--- config.mk ---
export PLATFORM = sky130hd
export DESIGN_NAME = ddr_tx_serializer
export DESIGN_NICKNAME = d
export VERILOG_FILES = /design/src/rtl/ddr_tx_serializer.sv
export SDC_FILE = /design/constraint.sdc
export NUM_CORES = 1
export LEC_CHECK = 0
export CORE_AREA = 2 2 60 62
export CTS_BUF_LIST = sky130_fd_sc_hd__clkbuf_8
export DETAILED_ROUTE_END_ITERATION = 7
export DIE_AREA = 0 0 62 64
export PLACE_DENSITY_LB_ADDON = 0.25
export RECOVER_POWER = 50
export SYNTH_ARGS = -nofsm -noshare
export SYNTH_HDL_FRONTEND = slang
export SYNTH_SLANG_ARGS = --single-unit
--- constraint.sdc ---
create_clock -name c_clk_i -period 2.4 [get_ports c_clk_i]
set_input_delay 0.36 -clock c_clk_i [delete_from_list [all_inputs] [get_ports c_clk_i]]
set_output_delay 0.36 -clock c_clk_i [all_outputs]
set_load 0.05 [all_outputs]
--- src/rtl/ddr_tx_serializer.sv ---
// Parallel-to-DDR transmit serializer: takes words over valid/ready and emits
// one rise/fall bit pair per clock, with frame/sof/eof strobes for realignment.
module ddr_tx_serializer #(
   parameter int unsigned DATA_W    = 16,
   parameter bit          MSB_FIRST = 1'b1,
   parameter bit          IDLE_VAL  = 1'b0
) (
   input  logic              c_clk_i,
   input  logic              c_rst_i,
   input  logic [DATA_W-1:0] d_data_i,
   input  logic              d_valid_i,
   output logic              d_ready_o,
   output logic              d_rise_o,
   output logic              d_fall_o,
   output logic              d_frame_o,
   output logic              d_sof_o,
   output logic              d_eof_o,
   output logic              d_busy_o
);

   localparam int unsigned NPAIR = DATA_W / 2;
   localparam int unsigned CNT_W = $clog2(NPAIR);
   localparam logic [CNT_W-1:0] CNT_LAST = CNT_W'(NPAIR - 1);

   if ((DATA_W < 4) || ((DATA_W % 2) != 0)) begin : g_bad_data_w
      $error("ddr_tx_serializer: DATA_W must be even and >= 4");
   end

   logic [DATA_W-1:0] sh_q,  sh_d;
   logic [CNT_W-1:0]  cnt_q, cnt_d;
   logic              act_q, act_d;
   logic [DATA_W-1:0] hb_q,  hb_d;
   logic              hbv_q, hbv_d;

   logic              xfer;
   logic              at_last;
   logic [DATA_W-1:0] sh_shifted;
   logic              cur_rise;
   logic              cur_fall;

   assign xfer    = d_valid_i && !hbv_q;
   assign at_last = (cnt_q == CNT_LAST);

   // The pair on the lanes always sits at the outgoing end of the shifter.
   assign sh_shifted = MSB_FIRST ? {sh_q[DATA_W-3:0], 2'b00} : {2'b00, sh_q[DATA_W-1:2]};
   assign cur_rise   = MSB_FIRST ? sh_q[DATA_W-1] : sh_q[0];
   assign cur_fall   = MSB_FIRST ? sh_q[DATA_W-2] : sh_q[1];

   // Word-load / shift sequencing; a finishing word hands over without a gap.
   always_comb begin
      sh_d  = sh_q;
      cnt_d = cnt_q;
      act_d = act_q;
      hb_d  = hb_q;
      hbv_d = hbv_q;
      if (!act_q) begin
         if (xfer) begin
            sh_d  = d_data_i;
            cnt_d = '0;
            act_d = 1'b1;
         end
      end else if (!at_last) begin
         sh_d  = sh_shifted;
         cnt_d = cnt_q + CNT_W'(1);
         if (xfer) begin
            hb_d  = d_data_i;
            hbv_d = 1'b1;
         end
      end else if (hbv_q) begin
         sh_d  = hb_q;
         hbv_d = 1'b0;
         cnt_d = '0;
      end else if (xfer) begin
         sh_d  = d_data_i;
         cnt_d = '0;
      end else begin
         act_d = 1'b0;
      end
   end

   always_ff @(posedge c_clk_i) begin
      if (c_rst_i) begin
         sh_q  <= '0;
         cnt_q <= '0;
         act_q <= 1'b0;
         hb_q  <= '0;
         hbv_q <= 1'b0;
      end else begin
         sh_q  <= sh_d;
         cnt_q <= cnt_d;
         act_q <= act_d;
         hb_q  <= hb_d;
         hbv_q <= hbv_d;
      end
   end

   // Outputs decode flops only; nothing here depends on d_valid_i.
   assign d_ready_o = !hbv_q;
   assign d_rise_o  = act_q ? cur_rise : IDLE_VAL;
   assign d_fall_o  = act_q ? cur_fall : IDLE_VAL;
   assign d_frame_o = act_q;
   assign d_sof_o   = act_q && (cnt_q == '0);
   assign d_eof_o   = act_q && at_last;
   assign d_busy_o  = act_q || hbv_q;

endmodule

### After elaboration in Yosys (flattened, before gate mapping)

Cells that the tools add are included.

| word-level totals | value |
|---|---|
| register bits | 37 |
| bits in latches | 0 |
| memory bits (writable) | 0 |
| bits in read-only memories | 0 |
| input port bits | 19 |
| output and inout port bits | 7 |
| logic and storage cells | 33 |
| memories kept | 0 |

| cells by class | value |
|---|---|
| add/sub/neg operators | 1 |
| $mul | 0 |
| div/mod/pow operators | 0 |
| order comparisons | 0 |
| equal/unequal tests | 1 |
| shift-type cells | 0 |
| multiplexer cells | 16 |
| bitwise logic cells | 1 |
| reduce and logical (&&, ||, !) cells | 9 |

Operator list:

| cell | number |
|---|---|
| 16-bit 2-to-1 mux | 4 |
| 3-bit 2-to-1 mux | 4 |
| 1-bit 2-to-1 mux | 8 |
| 3-bit by 1-bit adder with 3-bit output (second input constant) | 1 |
| 3-bit equality test (second input constant) | 1 |
| 1-bit logical AND | 3 |
| 3-bit zero test | 1 |
| 3-bit AND reduction | 1 |
| 2-bit AND reduction | 1 |
| 2-bit nonzero test | 1 |
| 1-bit zero test | 1 |
| 1-bit logical OR | 1 |
| 1-bit NOT | 1 |

### Logic depth before layout (Yosys ltp)

| logic depth | value |
|---|---|
| word-level depth | 6 |
| mapped depth | 7 |
| depth with buffers taken out | 5 |

### Worst setup path after synthesis

Ideal clock, no wire load.

| path | value |
|---|---|
| path type | flip-flop to output port |
| start point | register act_q, in the netlist d_frame_o |
| end point | output d_eof_o |
| arrival time | 1534 ps |
| required time | 2040 ps |
| slack | 506 ps |
| cell stages (with the launch flop) | 4 |
| path buffers | 1 |
| cells stage by stage | dfxtp_1 > nand2_1 > clkbuf_1 > inv_1 |

| on the way | value |
|---|---|
| cells in the longest elaborated chain, start to end | 1 |

RTL lines:

| what | line | text |
|---|---|---|
| start: declaration | 31 | `logic act_q, act_d;` |
| start signal: assignment | 91 | `act_q <= act_d;` |
| 1-bit logical AND | 103 | `assign d_eof_o = act_q && at_last;` |
| end: declaration | 17 | `output logic d_eof_o,` |

Every way passes these cells.

### Worst setup path after layout

| path | value |
|---|---|
| start point | register cnt_q[1] |
| end point | output d_eof_o |

| on the way | value |
|---|---|
| cells in the longest elaborated chain, start to end | 2 |

RTL lines:

| what | line | text |
|---|---|---|
| start: declaration | 30 | `logic [CNT_W-1:0] cnt_q, cnt_d;` |
| start signal: assignment | 90 | `cnt_q <= cnt_d;` |
| 3-bit equality test | 42 | `assign at_last = (cnt_q == CNT_LAST);` |
| 1-bit logical AND | 103 |  |

Every way passes these cells.

==> summary.md <==
| Metric | Value |
|---|---|
| Number of clock sinks | 37 |
| EDFF count, synth | 0 |
| Fin area | between 2000 and 2500 um^2 |
| Die W | just over 60 um |
| Inserted Diodes | 0 |
| Crit Path Max Fanout | 10 |
| Ys Warns | 0 |
| Worst r2r src | cnt_q[1] |
| Max IR drop VDD | between 0.3 and 0.4 mV |
| Global-route wire length before repair | about 6800 um |
| FMAX | 0.4604 GHz |
| Worst setup EP type | output pin |
| Avg WL per Cell | between 15 and 20 um |
| CTS tree | built |
| R2R Setup Slk | 470 ps |
| Placed inst area | slightly above 2000 um^2 |
| Hold Path Sink | hb_q[9] |
| Synthesis-to-layout area growth | 20.68% |
| Clock skew | ~2.3 ps |
| Run status | finished, final reports clean |
| Worst slew margin | 56.60% |
| Initial DRT Pass Iterations | 4 |
| R2r worst-path depth | 5 |
| Arrival time worst endpoint | roughly 1800 ps |
| Max cap viols | 0 |
| Number of antenna violations at the first check in global routing | 0 |
| Min-delay src | hb_q[9] |
| Largest net degree at the start of global routing | 31 |
| Synth area leader | dfxtp_1 |
| Initial DRC count | about 140 |
| DP Worst Slack | roughly 470 ps |
| Setup TNS | 0 ps |
| Core Util, Final | 63.81% |
| Vias per cell | 5.741 |
| Main area contributors after synthesis | dfxtp_1, mux2i_1, nand2_1 |
| Layout cells sized above 1 | under 10% |
| Min Hold Slack | 458.7 ps |
| Final setup violation count | 0 |
| Hold Crit Class | flop to flop |
| Fin. Hold Viols | 0 |
| Die ar. | 3968 um^2 |
| Seq cells post-synth | 37 |
| Post-synthesis sequential area ratio | approximately 43% |
| Overflow after GRT | 0 |
| Vias | 1,487 |
| Number of global-route vias before repair | 1,560 |
| Reg2reg end | sh_q[4] |
| Pwr/cell area | between 600 and 700 nW/um^2 |
| RSZ-0062 raised after global routing | false |
| Hold bufs inserted after CTS | 0 |
| # port buffers | 25 |
| Critical path class | flop to output pin |
| Routability cong. | a little under 0.9 |
| Cts bufs inserted | 5 |
| Prevailing post-synth register cell | dfxtp_1 |
| Worst-Skew Late Latency | 280 ps |
| Post-CTS Setup Bufs | 0 |
| Detail Placement HPWL | roughly 2700 um |
| Setup ws final | approximately 230 ps |
| Final Critical Period | approximately 2200 ps |
| FF+latch area | ~740 um^2 |
| Rows | 21 |
| Footprint of the multi-input gates | between 800 and 900 um^2 |
| Post-CTS sizing | 0 |
| Final #Nets | around 240 |
| Synth top area share | between 40% and 50% |
| Yosys cell types | 32 |
| Core box area | 3284 um^2 |
| FILL cells | 282 |
| Clock Pin Slew Worst Setup and Hold Paths | roughly 70 ps |
| Hold depth | 2 |
| H-tree Lvls | 2 |
| Leakage power | just under 0.8 nW |
| Asr flop ratio synth | 0% |
| Synthesized instance count | about 190 |
| Total track usage | 22.65% |
| Final worst-path cycle share | roughly 90% |
| Max-slew violation count | 0 |
| Setup crit start kind | flop |
| Cell Area, Synth | 1737 um^2 |
| Buffer depth of the longest clock path | 2 |
| Syn nets | 214 |
| Syn Area/Cell | slightly above 9 um^2 |
| Drt drc | 0 |
| Top post-synthesis cells by count | dfxtp_1, nand2_1, a21oi_1 |
| Slew @ Worst Pin | 650.9 ps |
| Post-route ant nets | 0 |
| Starting density of the core | between 50% and 60% |
| Req. time, crit path | roughly 2000 ps |
| IO Count | 26 |
| CTS root buf | clkbuf_8 |
| Chip height | approximately 64 um |
| Routed WL | 3909 um |
[kinds of logic after synthesis]
logic type	after synthesis	share of synthesized area, %
simple gates	60	16.64
flops	37	42.65
mux	18	10.37
compound gates	53	21.40
fa+ha+maj	4	2.882
buf+inv	19	6.051
[layout make-up]
cell class              count  area share, %
flip-flops and latches     37          35.34
well taps                  46          2.746
inverters                   4         0.7164
repair buffers             31          15.16
clock inverters             1         0.2388
multi-input cells         135          42.51
clock buffers               5          3.284
[sequential cells by signal (all words and copies together), names as in the netlist]
| name | flops |
|---|---|
| cnt_q | 3 |
| hbv_q | 1 |
| sh_q | 16 |
| d_frame_o | 1 |
| hb_q | 16 |
[how the worst max path moves through the flow]
stage                         start      end  slack (ps)  depth (start not counted)
after floorplan           d_frame_o  d_eof_o         510                          3
after detailed placement   cnt_q[1]  sh_q[4]         470                          5
final                      cnt_q[1]  d_eof_o         230                          5
after CTS                  cnt_q[1]  d_eof_o         230                          5
after global placement    d_frame_o  d_sof_o         560                          2
after global routing       cnt_q[1]  d_eof_o         120                          5
[layer usage]
layer,vias up,GRT usage [%],part of all wire [%]
met2,50,35.03,49
met3,7,4.656,5.8
met4,0,11.97,1.8
met1,688,28.77,44
li1,742,-,-
met5,-,0,0
[critical path, cell delays in order, from the launching register on]
cell	delay, ps
dfxtp_1	360
ha_1	200
ha_1	310
nand2_1	300
inv_1	200
buf_12	150
[cell usage in the layout (no fill, tap or decap), types with 2 or more instances in the layout]
cell type | netlist | routed
o221ai_1 | 2 | 2
buf_12 | 1 | 2
buf_4 | 1 | 5
nor2_1 | 3 | 3
nand3_1 | 2 | 2
and2_1 | 2 | 2
dfxtp_1 | 37 | 37
or2_2 | 2 | 2
nand2b_1 | 5 | 5
inv_1 | 4 | 4
o32ai_1 | 14 | 14
nand4_1 | 2 | 2
clkdlybuf4s50_1 | 0 | 23
nand2_1 | 37 | 37
or3_1 | 2 | 2
a21oi_1 | 19 | 19
a211oi_1 | 14 | 14
clkbuf_8 | 0 | 5
ha_1 | 4 | 4
mux2i_1 | 18 | 18
[metrics by stage]
step,power [mW],std cells
finish,1.320,259
global route,1.380,259
CTS,1.326,259
detailed placement,0.9379,253
global placement,0.9310,253
floorplan,0.8556,191
[where the power goes]
group          leakage [nW]  internal [mW]  switching, mW  total (mW)
clock                0.0399          0.191          0.206       0.397
sequential            0.304          0.656         0.0278       0.683
combinational         0.450          0.111          0.129       0.239
Note: power is estimated with default switching activity, not from simulation.
==> variant 1, RTL diff (config.mk and constraints unchanged) <==
Set the parameter `IDLE_VAL` to 1'b1 (it was 1'b0).
--- a/src/rtl/ddr_tx_serializer.sv
+++ b/src/rtl/ddr_tx_serializer.sv
@@ -5,3 +5,3 @@
    parameter bit          MSB_FIRST = 1'b1,
-   parameter bit          IDLE_VAL  = 1'b0
+   parameter bit          IDLE_VAL  = 1'b1
 ) (
Formal check against the unedited RTL: not equivalent (a bounded check fails within 4 cycles, from zero or initial values and one cycle with c_rst_i high).
==> variant 1 against the original RTL <==
Design area is 0.18% higher; non-clock buffer count is 1 higher; first-iteration DRC count is 55% lower; worst setup slack worse by 0.092 ns; power is 2.9% higher; sequential cell count stayed put; count of clock-buffer cells in the layout stayed put; wire length is 5.6% higher; synthesized area is 0.29% higher; highest routed layer unchanged.
==> variant 1: results (changes against the original RTL) <==
- Largest net degree at the start of global routing: 17 (-45%)
- CP Launch Point: cnt_q[0]$_SDFF_PP0_
- Placer Congestion: 0.821 (-8.2%)
- Max incr delay on CP: 0.44 ns (+0.08 ns)
- Sequential power: 0.684 mW (about the same)
- Worst Path Max Fanout: 15 (+5)
- Comb pwr share: 0.186 (+0.005)
- Post-synth top cells: nand2_1, dfxtp_1, a21oi_1, mux2i_1, o32ai_1
- Maximum vdd drop: 0.428 mV (+25%)
- Routed vias: 1541 (+3.6%)
- Ranking of synthesized cells by area: dfxtp_1, mux2i_1, nand2_1
- Outcome: finished, final reports clean
- Mapped Nets: 215 (+0.47%)
- Total Routing Usage GR: 0.236 (+0.00954)
- Yosys cell types: 30 (-6.3%)
- Post-placement cell area: 2020 um2 (about the same)
- First-pass GRT wire length: 6.91 mm (+2.0%)
- Dpl cells: 255 (+0.79%)
- Worst-Margin Slew: 0.883 ns (+0.232 ns)
- Clock skew: 0.00774 ns (+0.00543 ns)
- Hold Path End: hb_q[5]$_SDFFE_PP0P_
- Vias per cell: 5.86 (+2.1%)
- DR pass1 iterations: 5 (+1)
- Critical path's slowest cell: nand2_1
- Share of layout cells above drive strength 1: 0.0829 (+0.00783)
- WP data arrival: 1.90 ns (+0.09 ns)
## variant 1: cell count changes in the layout (fill, tap and decap cells not counted)
cell,before,now
a211oi_1,14,13
a211oi_2,0,1
and2_1,2,0
and3b_1,1,0
buf_12,2,1
buf_4,5,6
clkbuf_1,0,1
clkinv_2,1,2
inv_1,4,5
nand2_1,37,38
nand2b_1,5,7
nor2_1,3,4
## variant 1: final cells by class
class                      count  share of cell area
timing repair buffer          32               0.147
clock inverter                 3             0.00656
tap                           46              0.0274
inverter                       4             0.00715
sequential                    37               0.353
multi-input combinational    136               0.426
clock buffer                   5              0.0328
## variant 1: cell families (layout without fill, tap and decap cells)
logic type,Yosys count,count (layout),synth area share
flip-flops,37,37,0.425
adder cells (fa/ha/maj),4,4,0.0287
AND/OR/NAND/NOR,61,61,0.165
AO/OA/AOI/OAI,53,53,0.216
buffers and inverters,19,44,0.0611
multiplexers,18,18,0.103
## variant 1: routing by layer
layer  part of all wire  global-route usage  vias up
met2               0.48               0.357       47
met5                  0                   0        -
met1               0.45               0.296      750
met4              0.016               0.120        0
met3              0.048              0.0709        4
li1                   -                   -      740
## variant 1: through the flow
| stage | util | total power [mW] |
|---|---|---|
| floorplan | - | 0.865 |
| global placement | 0.615 | 0.943 |
| detailed placement | 0.615 | 0.950 |
| CTS | 0.640 | 1.36 |
| global route | 0.639 | 1.43 |
| finish | 0.639 | 1.36 |
## variant 1: tightest hold or removal path, cell delays in order (launching register included)
cell and delay [ns]:
dfxtp_1 0.31, nand2_1 0.05, a21oi_1 0.05
==> variant 2, RTL diff (same flow settings) <==
Without the edit above. Reset style: asynchronous (`c_rst_i`), changed in one clocked block.
--- a/src/rtl/ddr_tx_serializer.sv
+++ b/src/rtl/ddr_tx_serializer.sv
@@ -80,3 +80,3 @@
 
-   always_ff @(posedge c_clk_i) begin
+   always_ff @(posedge c_clk_i or posedge c_rst_i) begin
       if (c_rst_i) begin
Behaviour: differs if c_rst_i is asserted again (counterexample within 4 cycles, from zero or initial values and one cycle with c_rst_i high); with c_rst_i held inactive, the same outputs for 10 cycles.
==> variant 2 against the original RTL <==
Synthesized area is 4.3% higher; critical path depth is 3 lower; design area is 2.9% higher; die area stayed put; sequential cell count stayed put; wire length is 4.5% lower; utilization is 1.9 points higher; clock skew is 0.0059 ns higher; worst setup slack better by 0.11 ns; via count is 11% lower; count of clock-buffer cells in the layout is 2 higher; highest routed layer unchanged.
Power is not compared: it rests on default switching activity, and its combinational part moved more than twofold at a synthesized area within 25%.
==> variant 2: results (changes against the original RTL) <==
- Outcome: finished, final reports clean
- Dpl cells: 224 (-11%)
- Post-placement cell area: 2070 um2 (+2.3%)
- Share of synthesized flip-flops with an asynchronous set or reset: 1.00 (+1.00)
- DP Wirelength: 2.42 mm (-8.8%)
- Mapped Nets: 184 (-14%)
- Critical path's slowest cell: clkdlybuf4s50_1
- Detailed Route Iter0 Violations: 73 (-47%)
- Post-synth top cells: dfrtp_1, nand2_1, a32oi_1, o22ai_1, mux2_4
- FILL cells: 284 (+0.71%)
- Ranking of synthesized cells by area: dfrtp_1, mux2_4, nand2_1
- Share of layout cells above drive strength 1: 0.188 (+0.113)
- Routed vias: 1327 (-11%)
- Cell family with most CP delay: buffers and inverters
- Worst-Margin Slew: 0.887 ns (+0.236 ns)
- First-pass GRT wire length: 6.28 mm (-7.2%)
- Vias in the first global route: 1322 (-15%)
- WP data arrival: 1.70 ns (-0.11 ns)
- Placer Congestion: 0.807 (-9.7%)
- Register area share after synthesis: 0.511 (+0.0845)
- Final Net Count: 208 (-12%)
- Yosys cell types: 28 (-13%)
- Max incr delay on CP: 0.81 ns (+0.45 ns)
- Largest net degree at the start of global routing: 38 (+23%)
- Routed wire length: 3.73 mm (-4.5%)
-- variant 2: cell count changes in the layout (fill, tap and decap cells not counted), moves of 6 or more --
cell      unedited run  this run
dfxtp_1             37         0
a21oi_1             19         0
o32ai_1             14         0
mux2_4               0        10
o22ai_1              0        14
a32oi_1              0        14
dfrtp_1              0        37
a211oi_1            14         0
mux2_2               0         6
mux2i_1             18         2
-- variant 2: cells by family after synthesis --
logic type                 after synthesis  synth area share
AOI/OAI and AO/OA                       36             0.148
buffers and inverters                   18            0.0615
DFF                                     37             0.511
muxes                                   18             0.131
adders and majority gates                4            0.0276
and+or+nand+nor                         48             0.120
-- variant 2: final timing paths --
kind | start | endpoint | slack [ns] | cells after the start
hold / removal | hb_q[11]$_DFFE_PP0P_ | hb_q[11]$_DFFE_PP0P_ | 0.51 | 1
hold reg to reg | hb_q[11]$_DFFE_PP0P_ | hb_q[11]$_DFFE_PP0P_ | 0.51 | 1
max in group asynchronous | c_rst_i | hb_q[10]$_DFFE_PP0P_ | 1.07 | 3
setup reg to reg | cnt_q[0]$_DFF_PP0_ | cnt_q[0]$_DFF_PP0_ | 0.44 | 5
min in group asynchronous | c_rst_i | hb_q[0]$_DFFE_PP0P_ | 0.77 | 3
setup / recovery | hbv_q$_DFFE_PP0P_ | d_ready_o | 0.34 | 2
-- variant 2: final cells by class --
cell class,count,share of cell area
repair buffers,31,0.132
flip-flops and latches,37,0.429
multi-input cells,106,0.358
clock buffers,7,0.0447
clock inverters,1,0.00232
well taps,46,0.0267
inverters,4,0.00696
-- variant 2: routing by layer --
layer / part of all wire / track usage / vias to the layer above
met3: 0.050 / 0.0607 / 7
met1: 0.46 / 0.306 / 656
met4: 0.017 / 0.0824 / 0
met2: 0.47 / 0.320 / 36
met5: 0 / 0 / -
li1: - / - / 628
